<file path="src/rtl/split_order_merge_pkg.sv">
// Shared types for the snoop-split re-merge block: FSM encoding and branch ids.
package split_order_merge_pkg;

   typedef enum logic [1:0] {
      ST_IDLE = 2'd0,
      ST_WAIT = 2'd1,
      ST_FWD  = 2'd2
   } state_t;

   localparam logic BRANCH_LEFT  = 1'b0;
   localparam logic BRANCH_RIGHT = 1'b1;
   localparam int   NUM_BR       = 2;

endpackage

</file>
<file path="src/rtl/split_order_merge_if.sv">
// Bundle of the splitter order port, both VM ports and the forwarder port.
interface split_order_merge_if #(
   parameter int DATA_WIDTH = 64,
   parameter int ADDR_WIDTH = 10
);
   logic                  sel_in, sel_wr, sel_full, overflow;
   logic                  vld_left, acc_left, ack_left, rd_en_left, done_left;
   logic [ADDR_WIDTH-1:0] rd_addr_left;
   logic [DATA_WIDTH-1:0] rd_data_left;
   logic                  vld_right, acc_right, ack_right, rd_en_right, done_right;
   logic [ADDR_WIDTH-1:0] rd_addr_right;
   logic [DATA_WIDTH-1:0] rd_data_right;
   logic                  fwd_pkt_ready, fwd_src, fwd_rd_en, fwd_done;
   logic [ADDR_WIDTH-1:0] fwd_rd_addr;
   logic [DATA_WIDTH-1:0] fwd_rd_data;

   modport slave (
      input  sel_in, sel_wr,
      output sel_full, overflow,
      input  vld_left, acc_left, rd_data_left,
      output ack_left, rd_en_left, rd_addr_left, done_left,
      input  vld_right, acc_right, rd_data_right,
      output ack_right, rd_en_right, rd_addr_right, done_right,
      input  fwd_rd_en, fwd_rd_addr, fwd_done,
      output fwd_pkt_ready, fwd_src, fwd_rd_data
   );

   modport master (
      output sel_in, sel_wr,
      input  sel_full, overflow,
      output vld_left, acc_left, rd_data_left,
      input  ack_left, rd_en_left, rd_addr_left, done_left,
      output vld_right, acc_right, rd_data_right,
      input  ack_right, rd_en_right, rd_addr_right, done_right,
      output fwd_rd_en, fwd_rd_addr, fwd_done,
      input  fwd_pkt_ready, fwd_src, fwd_rd_data
   );
endinterface

</file>
<file path="src/rtl/split_order_merge_order_fifo.sv">
// 1-bit FIFO of branch choices; wrap-bit pointers, sticky overflow on a dropped push.
module order_fifo #(
   parameter int DEPTH_LOG = 4
) (
   input  logic               clk,
   input  logic               rst,
   input  logic               push,
   input  logic               pop,
   input  logic               din,
   output logic               dout,
   output logic               full,
   output logic               empty,
   output logic [DEPTH_LOG:0] count,
   output logic               overflow
);
   localparam int DEPTH = 2 ** DEPTH_LOG;

   logic [DEPTH_LOG:0] wr_ptr, rd_ptr;
   logic [DEPTH-1:0]   mem;
   logic               do_push, do_pop;

   assign full    = (wr_ptr[DEPTH_LOG] != rd_ptr[DEPTH_LOG]) &&
                    (wr_ptr[DEPTH_LOG-1:0] == rd_ptr[DEPTH_LOG-1:0]);
   assign empty   = (wr_ptr == rd_ptr);
   assign count   = wr_ptr - rd_ptr;
   assign dout    = mem[rd_ptr[DEPTH_LOG-1:0]];
   assign do_pop  = pop && !empty;
   // A pop in the same cycle frees the slot, so a push while full still lands.
   assign do_push = push && (!full || do_pop);

   always_ff @(posedge clk or posedge rst) begin
      if (rst) begin
         wr_ptr   <= '0;
         rd_ptr   <= '0;
         overflow <= 1'b0;
      end else begin
         if (do_push)         wr_ptr   <= wr_ptr + 1'b1;
         if (do_pop)          rd_ptr   <= rd_ptr + 1'b1;
         if (push && !do_push) overflow <= 1'b1;
      end
   end

   always_ff @(posedge clk) begin
      if (do_push) mem[wr_ptr[DEPTH_LOG-1:0]] <= din;
   end
endmodule

</file>
<file path="src/rtl/split_order_merge.sv">
// Serves the two split-stage VMs in packet arrival order and lends the
// forwarder's single read port to the VM whose packet is at the queue head.
module split_order_merge
   import split_order_merge_pkg::*;
#(
   parameter int DATA_WIDTH      = 64,
   parameter int ADDR_WIDTH      = 10,
   parameter int ORDER_DEPTH_LOG = 4
) (
   input logic                clk,
   input logic                rst,
   split_order_merge_if.slave bus
);
   localparam int CNT_W = ORDER_DEPTH_LOG + 1;

   state_t state, nxt;
   logic   fwd_src_q, src_load, pop, head, empty, full;
   logic   more;
   logic [CNT_W-1:0] count;

   logic [NUM_BR-1:0]                 vld, acc, ack, done, rd_en;
   logic [NUM_BR-1:0][DATA_WIDTH-1:0] rd_data;

   assign vld     = {bus.vld_right, bus.vld_left};
   assign acc     = {bus.acc_right, bus.acc_left};
   assign rd_data = {bus.rd_data_right, bus.rd_data_left};

   order_fifo #(.DEPTH_LOG(ORDER_DEPTH_LOG)) u_order (
      .clk      (clk),
      .rst      (rst),
      .push     (bus.sel_wr),
      .pop      (pop),
      .din      (bus.sel_in),
      .dout     (head),
      .full     (full),
      .empty    (empty),
      .count    (count),
      .overflow (bus.overflow)
   );

   // After popping the head, another entry remains if more than one was queued
   // or a push is landing this cycle (only matters when the queue is not full).
   assign more = (count > CNT_W'(1)) || bus.sel_wr;

   always_ff @(posedge clk or posedge rst) begin
      if (rst) begin
         state     <= ST_IDLE;
         fwd_src_q <= BRANCH_LEFT;
      end else begin
         state <= nxt;
         if (src_load) fwd_src_q <= head;
      end
   end

   always_comb begin
      nxt      = state;
      ack      = '0;
      done     = '0;
      pop      = 1'b0;
      src_load = 1'b0;
      case (state)
         ST_IDLE: if (!empty) nxt = ST_WAIT;
         ST_WAIT: begin
            if (!empty && vld[head]) begin
               ack[head] = 1'b1;
               if (acc[head]) begin
                  src_load = 1'b1;
                  nxt      = ST_FWD;
               end else begin
                  pop = 1'b1;
                  nxt = more ? ST_WAIT : ST_IDLE;
               end
            end
         end
         ST_FWD: begin
            if (bus.fwd_done) begin
               done[fwd_src_q] = 1'b1;
               pop             = 1'b1;
               nxt             = more ? ST_WAIT : ST_IDLE;
            end
         end
         default: nxt = ST_IDLE;
      endcase
   end

   for (genvar g = 0; g < NUM_BR; g++) begin : g_br
      assign rd_en[g] = (state == ST_FWD) && (fwd_src_q == 1'(g)) && bus.fwd_rd_en;
   end

   assign bus.sel_full      = full;
   assign bus.ack_left      = ack[BRANCH_LEFT];
   assign bus.ack_right     = ack[BRANCH_RIGHT];
   assign bus.done_left     = done[BRANCH_LEFT];
   assign bus.done_right    = done[BRANCH_RIGHT];
   assign bus.rd_en_left    = rd_en[BRANCH_LEFT];
   assign bus.rd_en_right   = rd_en[BRANCH_RIGHT];
   // Address is shared by both memories; only held low while reset is asserted.
   assign bus.rd_addr_left  = rst ? '0 : bus.fwd_rd_addr;
   assign bus.rd_addr_right = rst ? '0 : bus.fwd_rd_addr;
   assign bus.fwd_pkt_ready = (state == ST_FWD);
   assign bus.fwd_src       = fwd_src_q;
   assign bus.fwd_rd_data   = (state == ST_FWD) ? rd_data[fwd_src_q] : '0;
endmodule

</file>
<file path="src/flat_wrapper.sv">
// flat-port wrapper written by rule: the top's interface ports become plain ports
module split_order_merge_flat import split_order_merge_pkg::*;
#(
   parameter int DATA_WIDTH      = 64,
   parameter int ADDR_WIDTH      = 10,
   parameter int ORDER_DEPTH_LOG = 4
)
  (clk, rst, bus_sel_in, bus_sel_wr, bus_sel_full, bus_overflow, bus_vld_left, bus_acc_left, bus_rd_data_left, bus_ack_left, bus_rd_en_left, bus_rd_addr_left, bus_done_left, bus_vld_right, bus_acc_right, bus_rd_data_right, bus_ack_right, bus_rd_en_right, bus_rd_addr_right, bus_done_right, bus_fwd_rd_en, bus_fwd_rd_addr, bus_fwd_done, bus_fwd_pkt_ready, bus_fwd_src, bus_fwd_rd_data);
  split_order_merge_if #(.DATA_WIDTH(DATA_WIDTH), .ADDR_WIDTH(ADDR_WIDTH)) bus_i ();
  input logic clk;
  input logic rst;
  input wire logic [$bits(bus_i.sel_in)-1:0] bus_sel_in;
  input wire logic [$bits(bus_i.sel_wr)-1:0] bus_sel_wr;
  output wire logic [$bits(bus_i.sel_full)-1:0] bus_sel_full;
  output wire logic [$bits(bus_i.overflow)-1:0] bus_overflow;
  input wire logic [$bits(bus_i.vld_left)-1:0] bus_vld_left;
  input wire logic [$bits(bus_i.acc_left)-1:0] bus_acc_left;
  input wire logic [$bits(bus_i.rd_data_left)-1:0] bus_rd_data_left;
  output wire logic [$bits(bus_i.ack_left)-1:0] bus_ack_left;
  output wire logic [$bits(bus_i.rd_en_left)-1:0] bus_rd_en_left;
  output wire logic [$bits(bus_i.rd_addr_left)-1:0] bus_rd_addr_left;
  output wire logic [$bits(bus_i.done_left)-1:0] bus_done_left;
  input wire logic [$bits(bus_i.vld_right)-1:0] bus_vld_right;
  input wire logic [$bits(bus_i.acc_right)-1:0] bus_acc_right;
  input wire logic [$bits(bus_i.rd_data_right)-1:0] bus_rd_data_right;
  output wire logic [$bits(bus_i.ack_right)-1:0] bus_ack_right;
  output wire logic [$bits(bus_i.rd_en_right)-1:0] bus_rd_en_right;
  output wire logic [$bits(bus_i.rd_addr_right)-1:0] bus_rd_addr_right;
  output wire logic [$bits(bus_i.done_right)-1:0] bus_done_right;
  input wire logic [$bits(bus_i.fwd_rd_en)-1:0] bus_fwd_rd_en;
  input wire logic [$bits(bus_i.fwd_rd_addr)-1:0] bus_fwd_rd_addr;
  input wire logic [$bits(bus_i.fwd_done)-1:0] bus_fwd_done;
  output wire logic [$bits(bus_i.fwd_pkt_ready)-1:0] bus_fwd_pkt_ready;
  output wire logic [$bits(bus_i.fwd_src)-1:0] bus_fwd_src;
  output wire logic [$bits(bus_i.fwd_rd_data)-1:0] bus_fwd_rd_data;
  assign bus_i.sel_in = bus_sel_in;
  assign bus_i.sel_wr = bus_sel_wr;
  assign bus_sel_full = bus_i.sel_full;
  assign bus_overflow = bus_i.overflow;
  assign bus_i.vld_left = bus_vld_left;
  assign bus_i.acc_left = bus_acc_left;
  assign bus_i.rd_data_left = bus_rd_data_left;
  assign bus_ack_left = bus_i.ack_left;
  assign bus_rd_en_left = bus_i.rd_en_left;
  assign bus_rd_addr_left = bus_i.rd_addr_left;
  assign bus_done_left = bus_i.done_left;
  assign bus_i.vld_right = bus_vld_right;
  assign bus_i.acc_right = bus_acc_right;
  assign bus_i.rd_data_right = bus_rd_data_right;
  assign bus_ack_right = bus_i.ack_right;
  assign bus_rd_en_right = bus_i.rd_en_right;
  assign bus_rd_addr_right = bus_i.rd_addr_right;
  assign bus_done_right = bus_i.done_right;
  assign bus_i.fwd_rd_en = bus_fwd_rd_en;
  assign bus_i.fwd_rd_addr = bus_fwd_rd_addr;
  assign bus_i.fwd_done = bus_fwd_done;
  assign bus_fwd_pkt_ready = bus_i.fwd_pkt_ready;
  assign bus_fwd_src = bus_i.fwd_src;
  assign bus_fwd_rd_data = bus_i.fwd_rd_data;
  split_order_merge #(.DATA_WIDTH(DATA_WIDTH), .ADDR_WIDTH(ADDR_WIDTH), .ORDER_DEPTH_LOG(ORDER_DEPTH_LOG)) u_core (.clk(clk), .rst(rst), .bus(bus_i));
endmodule
</file>
<file path="config.mk">
export PLATFORM = sky130hd
export DESIGN_NAME = split_order_merge_flat
export DESIGN_NICKNAME = d
export VERILOG_FILES = /design/src/rtl/split_order_merge_pkg.sv /design/src/rtl/split_order_merge_if.sv /design/src/rtl/split_order_merge_order_fifo.sv /design/src/rtl/split_order_merge.sv /design/src/flat_wrapper.sv
export SDC_FILE = /design/constraint.sdc
export NUM_CORES = 1
export LEC_CHECK = 0
export ABC_AREA = 1
export CAP_MARGIN = 10
export CELL_PAD_IN_SITES_DETAIL_PLACEMENT = 0
export CELL_PAD_IN_SITES_GLOBAL_PLACEMENT = 2
export CORE_MARGIN = 3
export CORE_UTILIZATION = 15
export DETAILED_ROUTE_END_ITERATION = 12
export GPL_TIMING_DRIVEN = 0
export PLACE_DENSITY = 0.83
export SYNTH_ARGS = -nofsm -noshare
export SYNTH_HDL_FRONTEND = slang
export SYNTH_SLANG_ARGS = --single-unit
</file>
<file path="constraint.sdc">
create_clock -name clk -period 2.69 [get_ports clk]
set_input_delay 0.807 -clock clk [delete_from_list [all_inputs] [get_ports clk]]
set_output_delay 0.807 -clock clk [all_outputs]
set_load 0.01 [all_outputs]
</file>
==> run metrics, run 1 <==
Setup CP Type reg2out; Core Area about 19000 sq um; root buf cell clkbuf_16; Worst VDD drop 0.465 mV; DR pass1 iterations 4; most frequent cells in the layout nand2_1, clkdlybuf4s50_1, a21oi_1, dlygate4sd2_1, clkbuf_2; Clk pin slew, worst setup/hold paths ~0.050 ns; first-pass GRT wire length 22200 um; Sw Pwr 2.17 mW; Logic pwr share 71.6%; sequential group share of total power 16.4%; antenna-violating nets left 0; Max H-tree Level 2; Tightest Pin Transition around 0.66 ns; worst setup margin -0.0134 ns; final hold vios 0; number of global-route vias before repair 3914; power density over cell area about 740 nW/um^2; area occupied by registers around 830 sq um; Synth Area in Adders under 10%; metal3 WL 882 um; main combinational cell family by area after synthesis simple AND/OR/NAND/NOR gates; Post-Synth XOR/XNOR Area approximately 2.1%; leakage power 2.84 nW; I/O Pins 242; slew margin rel. 55.7%; number of synthesized register bits 30; f_max ~370 MHz; RePlAce Congestion ~0.83; row cnt 50; clock period minus worst slack ~2.7 ns; Final HPWL DP approximately 12000 um; Port Buffer Count between 200 and 250; non-filler cells, final ~1000; sequential fraction of the synthesis area about 28%; CTS tree done; power share of the clock group between 10% and 20%; TritonCTS Buffers 5; met2 WL approximately 7700 um; setup violators final 2; GRT Overall Usage between 10% and 20%; yosys warns 0; initial antenna violation count 0; area of the multi-input gates 1970 sq um; MaxCap Viol Count 0; simple-gate area share of the yosys netlist between 30% and 40%; Sw Ratio between 40% and 50%; P_int 2.30 mW; Required @ worst endpoint about 1.9 ns; failing checks negative setup slack; Die X-Extent 147 um; mux contribution to synthesized area 0%; placed insts 979; # diodes 0; final slew viol count 0; dpl ws -0.693 ns; Synth Area in Compound Gates 13.7%; Syn Nets 640; CTS sink count 30; Fillers ~2100; Detailed Route Iter0 Violations between 150 and 200; setup_tns -0.0161 ns; Final period util 100%; Post-Syn Area a little under 3000 sq um; Layout Area Growth over Synthesis 103%; crit end category output port; largest net degree at the start of global routing 17; Routed wire per std cell between 10 and 15 um; Final Power around 4.5 mW; synth unique cells 32; critical path arrival about 1.9 ns; DR vias/cell around 4; top routing layer in use met4; Mean Syn Cell Area between 6 and 7 sq um; Via Count a little under 4000; post-route met1 wirelength between 5000 and 6000 um; RSZ-0062 raised after global routing true; CTS max path bufs 2; status finished, violations left; share of layout cells above drive strength 1 between 20% and 30%; Hold WC Path Type reg2reg; Cells after Synth around 480; startpoint types flop; hold_buf cts 0; WL final between 10000 and 15000 um; CP Max Fanout 6; Setup Skew approximately 0.0052 ns; die height about 150 um; most common cell after layout, fill and taps aside nand2_1; DRC 0; total gr overflow 0; initial core utilization ~16%; DIE AREA 21500 sq um; final net count 906; clk_lat worst skew 0.28 ns
[critical path, stage by stage, from the launching register on]
cell and delay (ns):
dfrtp_1 0.39, buf_6 0.17, inv_8 0.05, nand2_2 0.04, nand2_1 0.05, nand2_1 0.09, nand3_2 0.09, nand3_4 0.11
buf_6 0.11, nand2_4 0.05, nor4_4 0.28, buf_4 0.18
[metal layers]
metal | up-vias | GRT usage (%)
met5 | - | 0
met4 | 0 | 4.37
met1 | 1741 | 14.6
met3 | 24 | 2.53
met2 | 140 | 24.0
li1 | 2033 | -
[cells in the mapped netlist]
cell type  instances  area, sq um
buf_6              1         11.3
nor2_2            11         68.8
nand2_4            2         22.5
nor2_1            29          109
a211oi_1           1         7.51
fa_1               1         20.0
nand4_1            1         6.26
xor2_1             5         43.8
o21bai_1           2         15.0
nor4_1             1         6.26
inv_4              1         6.26
inv_1             37          139
o211ai_1           2         15.0
nand2_1          202          758
nand3_2            3         30.0
ha_1              13          163
nor3_1             2         10.0
edfxtp_1          16          480
buf_12             1         20.0
a21oi_1           71          355
dfrtp_1           14          350
buf_1              3         11.3
nand3_1           18         90.1
nand2_2            2         12.5
or2_2              1         6.26
buf_4             10         75.1
xnor2_1            2         17.5
nand2_8            1         20.0
clkbuf_1          20         75.1
o21ai_0            3         15.0
inv_2              1         3.75
nand3b_1           1         7.51
[what timing repair did]
item                                    in CTS  in global routing
buffers inserted                            12                  4
pin swaps                                    9                  9
gates cloned                                 3                  0
resized for setup                          192                 88
endpoints found under the setup margin      91                 55
[power groups by stage]
stage | clock network [mW] | registers [mW] | logic (mW)
floorplan | 0 | 0.712 | 1.66
global placement | 0 | 0.746 | 2.81
detailed placement | 0 | 0.746 | 2.78
CTS | 0.553 | 0.729 | 3.13
global route | 0.575 | 0.751 | 3.57
finish | 0.538 | 0.732 | 3.20
[cell type report]
cell class / instances / share of cell area [%]
sequential: 30 / 13.8
timing repair inverter: 1 / 0.104
tap: 260 / 5.40
clock buffer: 5 / 2.08
multi-input combinational: 374 / 32.6
clock inverter: 3 / 0.270
timing repair buffer: 259 / 38.4
inverter: 39 / 2.59
buffer: 34 / 4.69
[logic make-up (layout without fill, tap and decap cells)]
group,Yosys count,after routing
simple gates,274,274
compound gates,79,79
buf+inv,74,341
flops,30,30
fa+ha+maj,14,14
xor+xnor,7,7
[state kept, by name, indices dropped and copies added, names as in the netlist]
register                 cells
u_core.bus.fwd_src           1
u_core.u_order.wr_ptr        5
u_core.u_order.overflow      1
u_core.u_order.rd_ptr        5
u_core.u_order.mem          16
u_core.state                 2
[path summary, 6_finish.rpt]
check	startpoint	end	slack [ns]	cells after the start
max	u_core.u_order.rd_ptr[0]	bus_ack_left	-0.01	11
min	u_core.u_order.overflow	u_core.u_order.overflow	0.48	1
max reg2reg	u_core.u_order.rd_ptr[0]	u_core.u_order.mem[6]	0.17	20
min reg2reg	u_core.u_order.overflow	u_core.u_order.overflow	0.48	1
max in group asynchronous	rst	u_core.u_order.rd_ptr[2]	1.12	4
min in group asynchronous	rst	u_core.u_order.wr_ptr[3]	1.10	4
[through the flow]
step	cell area [sq um]	hold slack [ns]	utilization [%]
after floorplan	2970	0.481	-
after global placement	5710	0.465	29.9
after detailed placement	5710	0.471	29.9
after CTS	6090	0.488	31.9
after global routing	6030	0.513	31.6
final	6030	0.485	31.6
Note: power is estimated with default switching activity, not from simulation.
==> run 2: changes to the inputs <==
Settings changed: PLACE_DENSITY 0.83 to 0.79.
==> run metrics, run 2 (synthesis results as in run 1) <==
status finished, final reports clean (was finished, violations left); first-pass GRT wire length 22700 um (was 22200 um); row cnt 50 (unchanged); Slowest cell on crit path dfrtp_1 (unchanged); GRT Overall Usage 13.1% (was 12.9%); Final period util 99.5% (was 100%); Clk pin slew, worst setup/hold paths 0.05 ns (about the same); TritonCTS Buffers 5 (unchanged); Setup Skew 0.00417 ns (was 0.00524 ns); clock period minus worst slack 2.68 ns (was 2.70 ns); placed insts 979 (unchanged); # diodes 0 (unchanged); CTS max path bufs 2 (unchanged); number of global-route vias before repair 3958 (was 3914); Sw Ratio 47.0% (was 48.6%); f_max 374 MHz (was 370 MHz); CP cell instances buf_6 -> ha_4 -> nand4_1 -> nor2_2 -> inv_2 -> nand2_4 -> nor2_4 -> nand2_1 -> nor2_1 -> buf_2 (was buf_6 -> inv_8 -> nand2_2 -> nand2_1 -> nand2_1 -> nand3_2 -> nand3_4 -> buf_6 -> nand2_4 -> nor4_4 -> buf_4); die height 147 um (unchanged); DRC 0 (unchanged); worst hold slack 0.481 ns (was 0.485 ns); final slew viol count 0 (unchanged); Setup CP Type reg2out (unchanged); setup_tns 0 ns (was -0.0161 ns); Die X-Extent 147 um (unchanged); non-filler cells, final 1009 (was 1005); DIE AREA 21500 sq um (unchanged); P_int 2.52 mW (was 2.30 mW); final hold vios 0 (unchanged); MaxCap Viol Count 0 (unchanged); Worst VDD drop 0.457 mV (was 0.465 mV); crit end category output port (unchanged); Hold WC Path Type reg2reg (unchanged); CTS tree done (unchanged); Required @ worst endpoint 1.88 ns (about the same); Max H-tree Level 2 (unchanged); Logic pwr share 69.4% (was 71.6%); Core Area 19100 sq um (unchanged); setup violators final 0 (was 2); Worst path max stage delay 0.41 ns (was 0.39 ns); DP Area 5710 sq um (unchanged); Port Buffer Count 241 (unchanged); I/O Pins 242 (unchanged); most common cell after layout, fill and taps aside nand2_1 (unchanged); initial core utilization 15.6% (unchanged); CP Max Fanout 3 (was 6); largest net degree at the start of global routing 17 (unchanged); share of layout cells above drive strength 1 23.0% (was 21.1%); Via Count 3958 (was 3938); RePlAce Congestion 0.770 (was 0.832); slew margin rel. 55.5% (was 55.7%); max reg flops 16 (unchanged); Detailed Route Iter0 Violations 167 (was 163); Layout Area Growth over Synthesis 109% (was 103%); startpoint types flop (unchanged); DR pass1 iterations 6 (was 4); power density over cell area 766 nW/um^2 (was 742 nW/um^2); WL final 15000 um (was 14900 um); Core Util, Final 32.5% (was 31.6%); leakage power 2.88 nW (was 2.84 nW); clk_lat worst skew 0.28 ns (about the same); Final HPWL DP 11800 um (was 11700 um); sequential group share of total power 15.1% (was 16.4%); Sw Pwr 2.23 mW (was 2.17 mW); CTS sink count 30 (unchanged); DR vias/cell 3.92 (about the same); most frequent cells in the layout nand2_1, clkdlybuf4s50_1, a21oi_1, dlygate4sd2_1, clkbuf_2 (unchanged); critical path arrival 1.87 ns (was 1.90 ns); initial antenna violation count 1 (was 0); power share of the clock group 15.5% (was 12.0%); antenna-violating nets left 0 (unchanged); root buf cell clkbuf_16 (unchanged); RSZ-0062 raised after global routing true (unchanged); final cell area excluding filler cells 6200 sq um (was 6030 sq um); Routed wire per std cell 14.9 um (was 14.8 um); final net count 910 (was 906); Tightest Pin Transition 0.667 ns (was 0.663 ns); total gr overflow 0 (unchanged)
## run 2: repair_timing
action / 4_1_cts / 5_1_grt
gates resized for setup: 211 / 87
gates cloned: 3 / 1
pin swaps: 12 / 8
endpoints found under the hold margin: 0 / 0
buffers inserted: 13 / 7
hold buffers: 0 / 0
endpoints found under the setup margin: 91 / 64
## run 2: worst max-delay path: cells and delay by family, from the launching register on
kind	cells	cell delay (ns)
AND/OR/NAND/NOR	6	0.61
buffers and inverters	3	0.34
flip-flops	1	0.41
adder cells (fa/ha/maj)	1	0.24
## run 2: power by group through the flow
stage	registers [mW]	logic, mW	clock network (mW)
2_1_floorplan	0.712	1.66	0
3_3_place_gp	0.747	2.79	0
3_5_place_dp	0.745	2.77	0
4_1_cts	0.715	3.19	0.754
5_1_grt	0.736	3.69	0.769
6_report	0.718	3.29	0.737
## run 2: metal layers
layer | routed length, um | part of all wire [%] | vias to the layer above | track usage [%]
met3 | 972 | 6.5 | 17 | 2.87
met4 | 278 | 1.9 | 0 | 3.48
met1 | 5960 | 40 | 1767 | 15.0
li1 | - | - | 2050 | -
met5 | 0 | 0 | - | 0
met2 | 7810 | 52 | 124 | 24.4
## run 2: final timing paths
path / from / endpoint / slack, ns / cells past startpoint
worst min-delay path: u_core.u_order.overflow / u_core.u_order.overflow / 0.48 / 1
worst max register to register: u_core.u_order.rd_ptr[0] / u_core.u_order.mem[14] / 0.20 / 19
worst min register to register: u_core.u_order.overflow / u_core.u_order.overflow / 0.48 / 1
min in group asynchronous: rst / u_core.u_order.wr_ptr[3] / 1.10 / 4
max in group asynchronous: rst / u_core.u_order.rd_ptr[2] / 1.11 / 4
worst max-delay path: u_core.u_order.rd_ptr[0] / bus_ack_right / 0.01 / 10
## run 2: metrics by stage
| stage | power, mW | setup WS [ns] |
|---|---|---|
| floorplan | 2.37 | 0.334 |
| global placement | 3.54 | -0.629 |
| detailed placement | 3.52 | -0.615 |
| CTS | 4.66 | -0.00951 |
| global route | 5.19 | -0.133 |
| finish | 4.75 | 0.0127 |
## run 2: layout make-up
class,count,area [sq um]
plain buffers,34,273
repair buffers,263,2370
multi-input cells,374,2050
clock inverters,3,63.8
repair inverters,1,6.26
fillers,2135,12900
clock buffers,5,125
flip-flops and latches,30,837
well taps,260,325
inverters,39,156
==> run 3: changes to the inputs <==
Settings changed: CORE_MARGIN 3 to not set, PLACE_DENSITY 0.79 to not set, PLACE_DENSITY_LB_ADDON set to 0.12.
==> run metrics, run 3 (synthesis results as in run 1) <==
Tightest Pin Transition 0.692 ns (was 0.667 ns); setup violators final 0 (unchanged); clock period minus worst slack 2.68 ns (about the same); slew margin rel. 53.8% (was 55.5%); final net count 903 (was 910); critical path arrival 1.88 ns (was 1.87 ns); Core Area 19500 sq um (was 19100 sq um); crit path from u_core.u_order.rd_ptr[0] (unchanged); Setup CP Type reg2out (unchanged); MaxCap Viol Count 0 (unchanged); CTS tree done (unchanged); Final HPWL DP 12700 um (was 11800 um); status finished, final reports clean (unchanged); startpoint types flop (unchanged); clk_lat worst skew 0.28 ns (about the same); Hold WC Path Type reg2reg (unchanged); final hold vios 0 (unchanged); RePlAce Congestion 0.729 (was 0.770); total gr overflow 0 (unchanged); Worst path max stage delay 0.39 ns (was 0.41 ns); Clk pin slew, worst setup/hold paths 0.05 ns (about the same); CP Max Fanout 9 (was 3); leakage power 2.83 nW (was 2.88 nW); initial antenna violation count 1 (unchanged); antenna-violating nets left 0 (unchanged); largest net degree at the start of global routing 17 (unchanged); Via Count 3955 (was 3958); Layout Area Growth over Synthesis 105% (was 109%); worst reg2reg path startpoint u_core.u_order.rd_ptr[0] (unchanged); row cnt 51 (was 50); CTS sink count 30 (unchanged); most frequent cells in the layout nand2_1, clkdlybuf4s50_1, a21oi_1, dlygate4sd2_1, inv_1 (was nand2_1, clkdlybuf4s50_1, a21oi_1, dlygate4sd2_1, clkbuf_2); max reg flops 16 (unchanged); DR vias/cell 3.93 (was 3.92); DIE AREA 20400 sq um (was 21500 sq um); Slowest cell on crit path dfrtp_1 (unchanged); Die X-Extent 143 um (was 147 um); RSZ-0062 raised after global routing true (unchanged); I/O Pins 242 (unchanged); initial core utilization 15.3% (was 15.6%); CTS max path bufs 2 (unchanged); hold_buf cts 0 (unchanged); most common cell after layout, fill and taps aside nand2_1 (unchanged); worst setup margin 0.00696 ns (was 0.0127 ns); crit end category output port (unchanged); Final period util 99.7% (was 99.5%); DRC 0 (unchanged); share of layout cells above drive strength 1 18.6% (was 23.0%); hold path startpoint u_core.u_order.overflow (unchanged); Max H-tree Level 2 (unchanged); Routed wire per std cell 15.2 um (was 14.9 um); first-pass GRT wire length 21700 um (was 22700 um); Final Power 4.37 mW (was 4.75 mW); root buf cell clkbuf_16 (unchanged); f_max 373 MHz (was 374 MHz); CP cell instances buf_6 -> inv_8 -> nand2_1 -> nand2_1 -> nand2_1 -> nand3_2 -> nand3_4 -> nand2_2 -> nor4_4 -> buf_2 (was buf_6 -> ha_4 -> nand4_1 -> nor2_2 -> inv_2 -> nand2_4 -> nor2_4 -> nand2_1 -> nor2_1 -> buf_2); die height 143 um (was 147 um); Required @ worst endpoint 1.88 ns (about the same); # diodes 0 (unchanged); TritonCTS Buffers 5 (unchanged); power density over cell area 718 nW/um^2 (was 766 nW/um^2); number of global-route vias before repair 3689 (was 3958); Setup Skew 0.00540 ns (was 0.00417 ns); GRT Overall Usage 14.1% (was 13.1%); WL final 15300 um (was 15000 um); Port Buffer Count 241 (unchanged); final slew viol count 0 (unchanged); most frequent cell on the critical path nand2_1; DR pass1 iterations 4 (was 6); Detailed Route Iter0 Violations 165 (was 167); Worst VDD drop 0.503 mV (was 0.457 mV); dpl ws -0.603 ns (was -0.615 ns)
[run 3: cell count changes in the layout (fill, tap and decap cells not counted), moves of 5 or more]
cell and delta:
buf_4 -6, clkbuf_2 -18, clkdlybuf4s15_1 +7, clkdlybuf4s15_2 +5, nand2_1 +10, nand2_2 -8
nor2_2 +8, nor2_4 -6
[run 3: per-stage QoR]
stage               hold WS (ns)  cells  area, sq um  utilization, %  TNS (ns)
global route               0.509   1007         6090            31.3    -0.246
finish                     0.482   1007         6090            31.3         0
global placement           0.461    984         5720            29.4    -35.64
CTS                        0.488   1004         6120            31.4   -0.0284
floorplan                  0.481    478         2970               -         0
detailed placement         0.466    984         5720            29.4    -37.11
[run 3: area by class of cell]
class	instances	area [sq um]
buffer	34	293
clock buffer	5	125
clock inverter	3	16.3
fill	2133	13400
inverter	39	156
multi-input combinational	374	1950
sequential	30	836
tap	265	332
timing repair buffer	257	2380
[run 3: power by group]
group	switching, mW	total, mW	leakage (nW)	internal, mW
clock network	0.204	0.542	0.0672	0.337
registers	0.121	0.730	0.312	0.609
logic	1.79	3.10	2.45	1.32
total	2.11	4.37	2.83	2.26
[run 3: worst max-delay path: cells and delay by family, from the launching register on]
family | cells | cell delay [ns]
buffers and inverters | 3 | 0.40
and+or+nand+nor | 7 | 0.80
DFF | 1 | 0.39
[run 3: worst paths after layout]
| path | end | slack (ns) | cells past startpoint |
|---|---|---|---|
| setup / recovery | bus_ack_left | 0.007 | 10 |
| hold / removal | u_core.u_order.overflow | 0.48 | 1 |
| setup reg to reg | u_core.u_order.mem[4] | 0.20 | 18 |
| hold reg to reg | u_core.u_order.overflow | 0.48 | 1 |
| max in group asynchronous | u_core.u_order.rd_ptr[2] | 1.08 | 4 |
| min in group asynchronous | u_core.u_order.rd_ptr[0] | 1.13 | 4 |
[run 3: repair_timing]
| action | 4_1_cts | 5_1_grt |
|---|---|---|
| pin swaps | 4 | 4 |
| resized for setup | 229 | 26 |
| setup endpoints to repair | 91 | 55 |
| gates cloned | 2 | 0 |
| buffers inserted | 10 | 4 |
[run 3: layer usage]
metal | vias to the layer above | track usage (%) | part of all wire, %
li1 | 2026 | - | -
met1 | 1794 | 15.4 | 39
met2 | 126 | 27.3 | 52
met3 | 7 | 4.09 | 8.4
met4 | 2 | 2.04 | 0.51
met5 | - | 0 | 0.085
